===== src/rtl/wordle_pkg.sv =====
// Shared colour codes and board geometry for the Wordle VGA grid renderer.
package wordle_pkg;

  localparam logic [2:0] COL_BLACK  = 3'b000;
  localparam logic [2:0] COL_WHITE  = 3'b111;
  localparam logic [2:0] COL_GREEN  = 3'b010;
  localparam logic [2:0] COL_YELLOW = 3'b110;

  localparam int ROWS  = 6;
  localparam int COLS  = 5;
  localparam int X0    = 224;
  localparam int Y0    = 8;
  localparam int TILE  = 40;
  localparam int PITCH = 48;

  localparam int BLINK_FRAMES = 30;

  // Result of mapping one pixel onto the tile grid.
  typedef struct packed {
    logic       hit;
    logic       on_edge;
    logic [2:0] row;
    logic [2:0] col;
  } tile_pos_t;

endpackage


===== src/rtl/wordle_tile_decode.sv =====
// Combinational pixel-to-tile mapper: row/col by constant-threshold compares, no divider.
module wordle_tile_decode
  import wordle_pkg::*;
#(
  parameter int X_ORG = wordle_pkg::X0,
  parameter int Y_ORG = wordle_pkg::Y0,
  parameter int SPAN  = wordle_pkg::TILE,
  parameter int STEP  = wordle_pkg::PITCH,
  parameter int NCOL  = wordle_pkg::COLS,
  parameter int NROW  = wordle_pkg::ROWS
) (
  input  logic [9:0] px,
  input  logic [9:0] py,
  output tile_pos_t  pos
);

  logic [9:0] ox, oy, wx, wy;
  logic [2:0] col, row;
  logic       in_x, in_y;

  always_comb begin
    ox = px - 10'(X_ORG);
    oy = py - 10'(Y_ORG);
    col = '0;
    row = '0;
    wx = ox;
    wy = oy;
    // Index saturates at NCOL/NROW, which marks "beyond the grid".
    for (int i = 1; i <= NCOL; i++) begin
      if (ox >= 10'(i * STEP)) begin
        col = 3'(i);
        wx  = ox - 10'(i * STEP);
      end
    end
    for (int j = 1; j <= NROW; j++) begin
      if (oy >= 10'(j * STEP)) begin
        row = 3'(j);
        wy  = oy - 10'(j * STEP);
      end
    end
    in_x = (px >= 10'(X_ORG)) && (col < 3'(NCOL)) && (wx >= 10'd1) && (wx <= 10'(SPAN - 1));
    in_y = (py >= 10'(Y_ORG)) && (row < 3'(NROW)) && (wy >= 10'd1) && (wy <= 10'(SPAN - 1));
    pos.hit     = in_x && in_y;
    pos.on_edge = pos.hit && ((wx == 10'd1) || (wx == 10'(SPAN - 1)) ||
                              (wy == 10'd1) || (wy == 10'(SPAN - 1)));
    pos.row     = row;
    pos.col     = col;
  end

endmodule


===== src/rtl/wordle_grid_renderer.sv =====
// Three-stage VGA pixel pipeline: tile decode, grid RAM address, colour select.
module wordle_grid_renderer
  import wordle_pkg::*;
#(
  parameter int X0_PIX       = wordle_pkg::X0,
  parameter int Y0_PIX       = wordle_pkg::Y0,
  parameter int TILE_PIX     = wordle_pkg::TILE,
  parameter int PITCH_PIX    = wordle_pkg::PITCH,
  parameter int N_ROWS       = wordle_pkg::ROWS,
  parameter int N_COLS       = wordle_pkg::COLS,
  parameter int BLINK_PERIOD = wordle_pkg::BLINK_FRAMES
) (
  input  logic       Clk,
  input  logic       reset,
  input  logic [9:0] CounterX,
  input  logic [9:0] CounterY,
  input  logic       inDisplayArea,
  input  logic       h_sync_in,
  input  logic       v_sync_in,
  output logic [4:0] rd_addr,
  input  logic [2:0] rd_data,
  input  logic       cursor_en,
  input  logic [2:0] cursor_row,
  input  logic [2:0] cursor_col,
  output logic       vga_r,
  output logic       vga_g,
  output logic       vga_b,
  output logic       vga_h_sync,
  output logic       vga_v_sync
);

  localparam int CW = $clog2(BLINK_PERIOD);

  tile_pos_t pos;

  logic       s0_hit, s0_edge, s0_cur, s0_de, s0_hs, s0_vs;
  logic [2:0] s0_row, s0_col;
  logic       s1_hit, s1_edge, s1_cur, s1_de, s1_hs, s1_vs;
  logic [2:0] rgb;

  logic          v_prev;
  logic [CW-1:0] frame_cnt;
  logic          blink_phase;

  wordle_tile_decode #(
    .X_ORG(X0_PIX), .Y_ORG(Y0_PIX), .SPAN(TILE_PIX),
    .STEP(PITCH_PIX), .NCOL(N_COLS), .NROW(N_ROWS)
  ) u_decode (
    .px (CounterX),
    .py (CounterY),
    .pos(pos)
  );

  always_ff @(posedge Clk or posedge reset) begin
    if (reset) begin
      s0_hit  <= 1'b0;
      s0_edge <= 1'b0;
      s0_cur  <= 1'b0;
      s0_de   <= 1'b0;
      s0_hs   <= 1'b1;
      s0_vs   <= 1'b1;
      s0_row  <= '0;
      s0_col  <= '0;
      s1_hit  <= 1'b0;
      s1_edge <= 1'b0;
      s1_cur  <= 1'b0;
      s1_de   <= 1'b0;
      s1_hs   <= 1'b1;
      s1_vs   <= 1'b1;
      rd_addr <= '0;
      rgb     <= COL_BLACK;
      vga_h_sync <= 1'b1;
      vga_v_sync <= 1'b1;
    end else begin
      s0_hit  <= pos.hit;
      s0_edge <= pos.on_edge;
      s0_cur  <= cursor_en && (pos.row == cursor_row) && (pos.col == cursor_col);
      s0_de   <= inDisplayArea;
      s0_hs   <= h_sync_in;
      s0_vs   <= v_sync_in;
      s0_row  <= pos.row;
      s0_col  <= pos.col;

      if (s0_hit) rd_addr <= {2'b00, s0_row} * 5'(N_COLS) + {2'b00, s0_col};
      s1_hit  <= s0_hit;
      s1_edge <= s0_edge;
      s1_cur  <= s0_cur;
      s1_de   <= s0_de;
      s1_hs   <= s0_hs;
      s1_vs   <= s0_vs;

      // rd_data here belongs to the address registered on the previous edge.
      if (!s1_de || !s1_hit)                   rgb <= COL_BLACK;
      else if (s1_edge && s1_cur && blink_phase) rgb <= COL_YELLOW;
      else if (s1_edge && rd_data == COL_BLACK)  rgb <= COL_WHITE;
      else                                       rgb <= rd_data;
      vga_h_sync <= s1_hs;
      vga_v_sync <= s1_vs;
    end
  end

  // Cursor blink: count v_sync falling edges, toggle phase every BLINK_PERIOD frames.
  always_ff @(posedge Clk or posedge reset) begin
    if (reset) begin
      v_prev      <= 1'b1;
      frame_cnt   <= '0;
      blink_phase <= 1'b0;
    end else begin
      v_prev <= v_sync_in;
      if (!cursor_en) begin
        frame_cnt   <= '0;
        blink_phase <= 1'b0;
      end else if (v_prev && !v_sync_in) begin
        if (frame_cnt == CW'(BLINK_PERIOD - 1)) begin
          frame_cnt   <= '0;
          blink_phase <= ~blink_phase;
        end else begin
          frame_cnt <= frame_cnt + 1'b1;
        end
      end
    end
  end

  assign {vga_r, vga_g, vga_b} = rgb;

endmodule

===== config.mk =====
export PLATFORM = sky130hd
export DESIGN_NAME = wordle_grid_renderer
export DESIGN_NICKNAME = d
export VERILOG_FILES = /design/src/rtl/wordle_pkg.sv /design/src/rtl/wordle_tile_decode.sv /design/src/rtl/wordle_grid_renderer.sv
export SDC_FILE = /design/constraint.sdc
export NUM_CORES = 1
export LEC_CHECK = 0
export BUFFER_PORTS_ARGS = -buffer_cell sky130_fd_sc_hd__buf_2
export CAP_MARGIN = 20
export CORE_ASPECT_RATIO = 1.4
export CORE_MARGIN = 2
export CORE_UTILIZATION = 45
export CTS_BUF_LIST = sky130_fd_sc_hd__clkbuf_8
export CTS_CLUSTER_DIAMETER = 40
export DETAILED_ROUTE_END_ITERATION = 16
export PLACE_DENSITY = 0.65
export SKIP_CTS_REPAIR_TIMING = 1
export SYNTH_ARGS = -nofsm -noshare
export SYNTH_HDL_FRONTEND = slang
export SYNTH_SLANG_ARGS = --single-unit

===== constraint.sdc =====
create_clock -name Clk -period 3.4 [get_ports Clk]
set_input_delay 0.85 -clock Clk [delete_from_list [all_inputs] [get_ports Clk]]
set_output_delay 0.85 -clock Clk [all_outputs]
set_load 0.01 [all_outputs]

# After elaboration in Yosys (flattened, before gate mapping)
# Index checks and enable logic that the tools add are counted.
# op_classes
add_sub_neg,15
n_mul,1
magnitude_cmp,19
eq_ne,9
muxes,31
bitwise_logic,1
reduce_logical,23
# ops
operator,n
$mux 10,11
$ge 10x8->1 const B,7
$sub 10x8->10 const B,7
$mux 3,8
$eq 10x1->1 const B,2
$eq 10x6->1 const B,2
$ge 10x1->1 const B,2
$ge 10x6->1 const B,2
$ge 10x7->1 const B,2
$le 10x6->1 const B,2
$sub 10x6->10 const B,2
$sub 10x7->10 const B,2
$mux 5,3
$logic_and 1x1->1,14
$ge 10x4->1 const B,1
$ge 10x9->1 const B,1
$sub 10x4->10 const B,1
$sub 10x9->10 const B,1
$mux 2,4
$eq 3x3->1,2
$lt 3x3->1 const B,2
$add 5x1->5 const B,1
$add 5x3->5,1
$eq 5x5->1 const B,1
other kinds (8),18
# word_totals
register_bits,34
out_inout_bits,10
word_cells,119

# Depth between registers and ports, before layout
# depth
word_depth,14
depth_mapped,17

# Modules after synthesis
# Synthesis repeated with hierarchy kept, for this count alone.
# unflattened
cells_unflattened,365
hier_area_um2,3235.6
# by_module_without_submodules
mod,n_inst,cells_per_inst,area_per_inst_um2
wordle_tile_decode,1,256,1828.0
wordle_grid_renderer,1,109,1407.6

# Least setup slack after synthesis
# OpenSTA, ideal clock, no wires.
# synth_timing
path_type,in2reg
from,input port CounterX[5]
to,register s0_edge
setup_ns,0.087
t_arrival_ns,3.694
path_slack_ns,-0.381
stages,14
n_path_buf,1
path_cell_list,ha_1 -> clkbuf_1 -> xor2_1 -> inv_1 -> ha_1 -> nor2b_1 -> nor4bb_1 -> o211a_1 -> nor2_1 -> o31ai_1 -> nor3b_1 -> nor4_1 -> nand4_1 -> a211oi_2
# synth_rtl
element,line,source
from (decl),wordle_grid_renderer.sv:15,"input logic [9:0] CounterX,"
to (signal assigned),wordle_grid_renderer.sv:76,s0_edge <= pos.on_edge;
to (decl),wordle_grid_renderer.sv:36,"logic s0_hit, s0_edge, s0_cur, s0_de, s0_hs, s0_vs;"

==> flow_summary.yaml <==
detailed_routing:
  post_drt_wl_per_cell_um: 15.4
  vias_per_cell: 5.61
  drtIter0Drc: 119
  drt_first_pass_iters: 4
  vias: 3217
  drc: 0
  routed_wl_mm: 8.83
  final_antenna_net_count: 0
status:
  outcome: "complete, no violations"
cells_and_area:
  n_antenna_cell: 0
  final_util_pct: 62.0
  fill_cells: 627
  area_delta_synth_final_pct: 33.6
  drive_above_1_share_pct: 36.8
  layout.nets: 547
cts:
  cts_tree: "built"
  clkTransAtPathRegs_ns: 0.07
  clk_latency_ns: 0.29
  clockBufferDepth: 2
  cts.sinks: 34
  numCtsBuffers: 5
  htree_levels: 2
  root_buffer: "clkbuf_8"
power:
  peakVddDrop_uv: 183
  pwr-share-seq_pct: 33.5
  p_int_mw: 0.852
  p_switching_mw: 0.448
  power_frac_comb_pct: 43.5
  p_leak_nw: 2.00
  clock_power_share_pct: 23.0
  p_per_area_nw_per_um2: 302
  finalPower_mw: 1.30
  p_sw_share_pct: 34.5
floorplanning:
  start_util_pct: 46.4
  fp.dieArea_sq_um: 7860
  core_area_sq_um: 6940
  die_h_um: 104
  row_count: 36
  die_w_um: 75.5
  io_pins: 45
sta:
  slew_headroom_pct: 66.3
  setup_viol: 0
  period_share_pct: 97.6
  skew_ns: 0.00847
  max_freq_mhz: 301
  setup_tns_ns: 0
  worst_pin_slew_ns: 0.502
  finalMaxSlewViolations: 0
  layout_min_cycle_time_ns: 3.32
  final_hold_viol_count: 0
synthesis:
  yosys_register_bits: 34
  synth_common_cells: "ha_1 (34), dfrtp_1 (28), nand2_1 (27), nor2_1 (24), a21oi_1 (21)"
  yosysTopAreaCell: "dfrtp_1"
  yosysWarnings: 0
  synth_area_sq_um: 3220
  synthArstFlopShare_pct: 100
  synth_area_leaders: "dfrtp_1 (22%), ha_1 (13%), dfstp_2 (4.9%), xnor2_1 (4.9%), a21oi_1 (3.3%)"
  synth_edf_count: 0
  syn_avg_cell_area_sq_um: 8.78
  ys.flop_type: "dfrtp_1"
  synthCells: 367
  synth_most_common_cell: "ha_1"
  synth_top_area_share_pct: 21.7
  synth_fp_nets: 437
  yosysSeqAreaShare_pct: 26.6
  synth_cell_types: 76
worst_setup_path:
  arrival_ns: 3.53
  cpMostUsedCell: "buf_4"
  start_kind: "input port"
  crit_type: "in -> reg"
  critPathMaxFanout: 3
  critical_path.slowest_cell: "or3b_4"
  path_cells: "buf_2 -> inv_2 -> ha_4 -> or3b_4 -> xnor2_4 -> buf_4 -> ha_1 -> a21oi_4 -> o211ai_1 -> buf_4 -> a221oi_4 -> xnor2_2 -> nor2b_1 -> mux2_4 -> a211oi_2"
  cp-end-kind: "flop"
  required_ns: 3.61
  cpPeakStageDelay_ns: 0.41
grt:
  grt_pass1_wl_mm: 14.3
  antenna_found_initial: 0
  grt_pass1_vias: 3181
  grt_use_total_pct: 23.1
  grt-ovfl-total: 0
  grt_start_max_net_pins: 24
run:
  drv_cap: 0
place:
  io_buffers: 44
  gp_congestion: 0.965
  hpwlAfterDp_mm: 7.11
worst_hold_path:
  min_path_type: "reg -> reg"
==> flip-flops by register name (all words and copies together) (netlist names), 3 cells and up <==
signal / cells
rgb: 3
s0_col: 3
s0_row: 3
frame_cnt: 5
rd_addr: 5
==> cell families after synthesis <==
family	synth area share, %
multiplexers	1.83
buffers and inverters	4.31
XOR/XNOR	8.70
AND/OR/NAND/NOR	20.7
adder cells (fa/ha/maj)	14.1
flip-flops	26.6
AO/OA/AOI/OAI	23.7
==> stage by stage <==
step,cell area [sq um],setup WS (ns),hold slack (ns),instances
after global placement,4110,-0.289,0.339,559
final,4300,0.0806,0.355,573
after CTS,4200,-0.0317,0.356,567
after detailed placement,4110,-0.324,0.340,559
after global routing,4300,-0.0196,0.357,573
after floorplan,3340,-0.140,0.331,367
==> cells in the final DEF (no fill, tap or decap), types with 8 or more instances in the layout <==
cell and n:
xnor2_1 16, inv_1 17, o21ai_0 16, a21oi_1 21
nor2_1 24, ha_1 28, buf_2 44, nand2_1 27
nand3_1 12, nor2b_1 8, dfrtp_1 28, buf_4 73
==> critical path, delay by kind of cell <==
kind | cells | cell delay, ns
adders and majority gates | 2 | 0.35
buffers and inverters | 4 | 0.52
xor gates and xnor gates | 2 | 0.30
muxes | 1 | 0.26
AOI/OAI and AO/OA | 4 | 0.69
and+or+nand+nor | 2 | 0.56
==> area by class of cell <==
| type | count | area, sq um | area share (%) |
|---|---|---|---|
| Multi-Input combinational cell | 299 | 2390 | 55.5 |
| Timing Repair Buffer | 117 | 768 | 17.8 |
| Clock buffer | 6 | 82.6 | 1.92 |
| Tap cell | 95 | 119 | 2.76 |
| Sequential cell | 34 | 858 | 19.9 |
| Clock inverter | 2 | 7.51 | 0.174 |
| Inverter | 20 | 80.1 | 1.86 |
==> power groups by stage <==
stage | clock network, mW | registers (mW) | logic, mW
global placement | 0 | 0.442 | 0.525
finish | 0.299 | 0.435 | 0.565
floorplan | 0 | 0.444 | 0.327
detailed placement | 0 | 0.442 | 0.536
CTS | 0.306 | 0.435 | 0.540
global route | 0.327 | 0.437 | 0.618
==> path summary, 6_finish.rpt <==
path	slack (ns)	startpoint	depth (start not counted)	end
min in group asynchronous	0.56	reset	2	rd_addr[2]
hold reg to reg	0.35	s0_edge	0	s1_edge
setup reg to reg	1.33	s0_row[0]	7	rd_addr[4]
hold / removal	0.35	s0_edge	0	s1_edge
max in group asynchronous	2.11	reset	3	vga_v_sync
setup / recovery	0.08	CounterY[4]	15	s0_edge
==> metal layers <==
metal	track usage, %	part of all wire, %	routed length, um
met1	26.8	40	3560
met2	40.0	52	4580
met3	3.78	3.4	301
met4	10.0	4.4	388
met5	0	0	0
(Power assumes the default switching activity.)
